===== src/rtl/ce_gen_pkg.sv =====
// ce_gen_pkg
//   Shared definitions for the clock-enable pulse generator.
//   - state_t   : FSM encoding (IDLE / RUN)
//   - DEF_DIV_DFLT, DEF_PM1_DFLT : default reset period and its period-minus-one
//   - period_m1 : maps a period d to (d-1) mod 2**w, so d=0 means 2**w
package ce_gen_pkg;

  typedef enum logic {
    IDLE = 1'b0,
    RUN  = 1'b1
  } state_t;

  localparam int DEF_DIV_DFLT = 8;
  localparam int DEF_PM1_DFLT = DEF_DIV_DFLT - 1;

  // Elaboration-time helper; d=0 wraps to the all-ones value (period 2**w).
  function automatic int period_m1(input int d, input int w);
    return (d + (1 << w) - 1) % (1 << w);
  endfunction

endpackage


===== src/rtl/ce_pulse_gen.sv =====
// ce_pulse_gen
//   Programmable clock-enable generator. A loadable counter emits a one-cycle
//   CEO strobe every DIV enabled clocks; runs continuously or one-shot and
//   cascades through ce -> CEO.
//
//   Optional build macro: CE_PULSE_GEN_UPDOWN_EN adds the `up` input. With
//   up=1 the counter runs 0..pm1 and terminates at Q==pm1; with up=0 (or the
//   macro undefined) it runs pm1..0 and terminates at Q==0.
//
// Ports
//   clk      in   system clock, rising edge
//   clr      in   synchronous active-high reset, highest priority
//   ce       in   count enable / cascade input
//   load     in   latch div into the period register
//   div      in   period in enabled cycles, 0 = 2**WIDTH
//   start    in   begin or restart a count
//   oneshot  in   sampled at terminal count: 1 = stop, 0 = reload
//   up       in   count direction (only with CE_PULSE_GEN_UPDOWN_EN)
//   Q        out  current count
//   TC       out  terminal count, decoded from registers only
//   CEO      out  TC & ce, the only combinational path
//   busy     out  high while running
module ce_pulse_gen
  import ce_gen_pkg::*;
#(
  parameter int WIDTH   = 4,
  parameter int DEF_DIV = DEF_DIV_DFLT
) (
  input  logic             clk,
  input  logic             clr,
  input  logic             ce,
  input  logic             load,
  input  logic [WIDTH-1:0] div,
  input  logic             start,
  input  logic             oneshot,
`ifdef CE_PULSE_GEN_UPDOWN_EN
  input  logic             up,
`endif
  output logic [WIDTH-1:0] Q,
  output logic             TC,
  output logic             CEO,
  output logic             busy
);

  localparam logic [WIDTH-1:0] RST_PM1 = WIDTH'(period_m1(DEF_DIV, WIDTH));

  state_t           state;
  logic [WIDTH-1:0] cnt;
  logic [WIDTH-1:0] pm1;
  logic             up_eff;
  logic [WIDTH-1:0] pm1_nxt;
  logic [WIDTH-1:0] start_val;
  logic [WIDTH-1:0] step_val;
  logic             term;

`ifdef CE_PULSE_GEN_UPDOWN_EN
  assign up_eff = up;
`else
  assign up_eff = 1'b0;
`endif

  // A load in the same cycle as start/reload takes effect immediately.
  always_comb begin
    pm1_nxt   = load ? (div - WIDTH'(1)) : pm1;
    start_val = up_eff ? '0 : pm1_nxt;
    step_val  = up_eff ? (cnt + WIDTH'(1)) : (cnt - WIDTH'(1));
    term      = up_eff ? (cnt == pm1) : (cnt == '0);
  end

  always_ff @(posedge clk) begin
    if (clr) begin
      state <= IDLE;
      cnt   <= '0;
      pm1   <= RST_PM1;
    end else begin
      if (load) pm1 <= pm1_nxt;
      case (state)
        IDLE: begin
          if (start) begin
            state <= RUN;
            cnt   <= start_val;
          end
        end
        RUN: begin
          // start overrides both the decrement and the terminal action
          if (start) begin
            cnt <= start_val;
          end else if (ce) begin
            if (term) begin
              if (oneshot) state <= IDLE;
              else         cnt   <= start_val;
            end else begin
              cnt <= step_val;
            end
          end
        end
        default: state <= IDLE;
      endcase
    end
  end

  assign Q    = cnt;
  assign busy = (state == RUN);
  assign TC   = busy & term;
  assign CEO  = TC & ce;

endmodule


===== config.mk =====
export PLATFORM = sky130hd
export DESIGN_NAME = ce_pulse_gen
export DESIGN_NICKNAME = d
export VERILOG_FILES = /design/src/rtl/ce_gen_pkg.sv /design/src/rtl/ce_pulse_gen.sv
export SDC_FILE = /design/constraint.sdc
export NUM_CORES = 1
export LEC_CHECK = 0
export CORE_MARGIN = 1.5
export CORE_UTILIZATION = 33
export DETAILED_ROUTE_END_ITERATION = 12
export DONT_BUFFER_PORTS = 1
export GPL_TIMING_DRIVEN = 0
export SYNTH_ARGS = -nofsm -noshare
export SYNTH_HDL_FRONTEND = slang
export SYNTH_SLANG_ARGS = --single-unit

===== constraint.sdc =====
create_clock -name clk -period 2 [get_ports clk]
set_input_delay 0.4 -clock clk [delete_from_list [all_inputs] [get_ports clk]]
set_output_delay 0.4 -clock clk [all_outputs]
set_load 0.01 [all_outputs]

==> impl_metrics.toml <==
[place]
place.gp.congestion = 0.693
place_hpwl_microns = 827
io_buffers = 0

[critical_path]
critPathLaunchType = "flip-flop"
end_kind = "primary output"
arrival_ns = 1.46
r2r-end = "Q[2]"
regToRegStartpoint = "Q[1]"
endpoint = "CEO"
crit_path_top_delay_cell = "dfxtp_2"
path_max_fanout = 4
ff2ff_path_depth = 6
startpoint = "Q[0]"
crit_type = "reg2out"
max_stage_delay_ns = 0.35
path_cells = "inv_1 > ha_1 > nor3b_2 > and3_1"
critPathRequiredTime_ns = 1.60
ff2ff_setup_slack_ns = 0.14

[final_layout]
drive_gt1_frac = 0.212
fin_util = 0.403
syn2layout_area_growth_pct = 11.2
layout.nets = 80
n_antenna_cell = 0

[logic_synthesis]
syn_area_sq_um = 559
yosys-top-cells-area = "dfxtp_1 32%, ha_1 6.7%, nand2b_1 6.7%"
postSynthAreaPerCell_sq_um = 9.32
ys_seq_elements = 9
synthCells = 60
netlist.area_leader.share = 0.322
ys_seq_area_frac = 0.322
yosysTopAreaCell = "dfxtp_1"
ys_warn_count = 0
synth.distinct_cells = 26
synthesis.nets = 73

[floorplan]
die_w_microns = 44.2
start_util = 0.363
core_sq_um = 1540
die_h_microns = 44.2
die_area_sq_um = 1950
io_pins = 17
rows = 14

[global_route]
grt_use_total = 0.144
grt-ovfl-total = 0
grt_pass1_wl_microns = 2020
grt_max_degree = 11
antenna_found_initial = 0
grt_pass1_vias = 467

[power_and_ir_drop]
powerDensity_nw_per_um2 = 768
irDropWorstVdd_mv = 0.369
leakage_nw = 0.255

[clock_network]
worstSkewPairLatency_ns = 0.27
cts.clk_slew.worst_paths_ns = 0.07
h-tree-depth = 1
cts_hold_buf = 0
cts_sinks = 9
numCtsBuffers = 3
clockBufferDepth = 2
cts_tree = "yes"
clockRootBuffer = "clkbuf_4"

[timing]
rsz0062_at_grt = "no"
fmax_mhz = 536
slew_violations = 0
hold_viol = 0
period_share = 0.932
finalCriticalPeriod_ns = 1.86
tightest_slew_ns = 0.636
relSlewSlack = 0.574
holdWs_ns = 0.257
setup_tns_ns = 0
setup_violations = 0
fin_skew_ns = 0.00517

[drt]
wire_per_inst_microns = 14.0
vias = 448
drc = 0
wirelength_microns = 1150
via_per_inst = 5.46
drt_iter0_markers = 9
ant_nets = 0
drt-pass1-iter-count = 2

[job]
cap_viol_max_count = 0

[outcome]
status = "completed"

[min_path]
hold_class = "in2reg"
==> power breakdown <==
group / switching, mW / leakage (nW) / internal [mW]
logic: 0.0525 / 0.165 / 0.0557
clock network: 0.0754 / 0.0150 / 0.0773
registers: 0.0209 / 0.0751 / 0.196
==> kinds of logic after synthesis <==
family / Yosys count / share of synthesized area
AND/OR/NAND/NOR: 24 / 0.277
buffers and inverters: 6 / 0.0403
XOR/XNOR: 1 / 0.0157
flip-flops: 9 / 0.322
multiplexers: 4 / 0.0895
AO/OA/AOI/OAI: 13 / 0.188
adder cells (fa/ha/maj): 3 / 0.0671
==> how the worst min path moves through the flow <==
| stage | start | to | cells after the start |
|---|---|---|---|
| 2_1_floorplan | pm1[1] | pm1[1] | 2 |
| 3_3_place_gp | pm1[0] | pm1[0] | 2 |
| 3_5_place_dp | pm1[0] | pm1[0] | 2 |
| 4_1_cts | start | busy | 2 |
| 5_1_grt | start | busy | 2 |
| 6_report | start | busy | 2 |
==> critical path: cells and delay by family, from the launching register on <==
kind                       cells  cell delay (ns)
and+or+nand+nor                2             0.57
DFF                            1             0.35
adders and majority gates      1             0.17
buffers and inverters          1             0.10
==> cell usage after synthesis <==
cell type,instances
or4_1,1
xor2_1,1
nor3b_2,1
nor3b_4,1
o32ai_2,2
clkbuf_1,1
mux2i_1,2
nand2_1,3
o21ai_1,2
mux2_4,2
nand2b_1,6
o31ai_1,1
a21oi_1,3
nand3_1,2
nand4bb_1,1
dfxtp_1,9
a211oi_2,1
ha_1,3
and3_1,1
a31oi_1,3
a31o_2,1
nor2_1,4
nor2b_1,1
inv_1,5
or3_1,2
and2_1,1
==> routing by layer <==
layer / global-route usage / vias to the layer above / wire (microns)
met5: 0 / - / 0
met4: 0.0909 / 0 / 34
met3: 0.0245 / 4 / 34
met2: 0.218 / 6 / 553
met1: 0.190 / 210 / 530
li1: - / 228 / -
==> cell usage in the layout (no fill, tap or decap), types with 3 or more instances in the layout <==
| master | synthesis | final |
|---|---|---|
| dfxtp_1 | 9 | 8 |
| nand2b_1 | 6 | 6 |
| inv_1 | 5 | 5 |
| nor2_1 | 4 | 4 |
| a31oi_1 | 3 | 3 |
| a21oi_1 | 3 | 3 |
| nand2_1 | 3 | 3 |
| ha_1 | 3 | 3 |
| clkbuf_4 | 0 | 3 |
==> what timing repair did <==
| item | CTS | global route |
|---|---|---|
| setup endpoints to repair | 1 | 3 |
| pin swaps | 1 | 1 |
| setup buffers | 2 | 0 |
| gates resized for setup | 0 | 1 |
==> area by class of cell <==
type,instances,area [sq um]
Fill cell,162,920
Multi-Input combinational cell,45,357
Sequential cell,9,181
Clock buffer,4,26.3
Tap cell,16,20.0
Inverter,5,18.8
Timing Repair Buffer,2,15.0
Buffer,1,3.75
==> stage by stage <==
step | setup WS, ns | total power, mW | area, sq um | std cells
final | 0.135 | 0.477 | 622 | 82
after global routing | 0.00471 | 0.510 | 622 | 82
after CTS | 0.0877 | 0.478 | 621 | 82
after detailed placement | 0.0147 | 0.325 | 579 | 76
after global placement | 0.0373 | 0.323 | 579 | 76
after floorplan | 0.201 | 0.307 | 559 | 60
==> sequential cells by signal, summed over array words and instances, names as in the netlist <==
| register | count |
|---|---|
| Q | 4 |
| pm1 | 4 |
| busy | 1 |
Power figures use the tool's default switching activity.
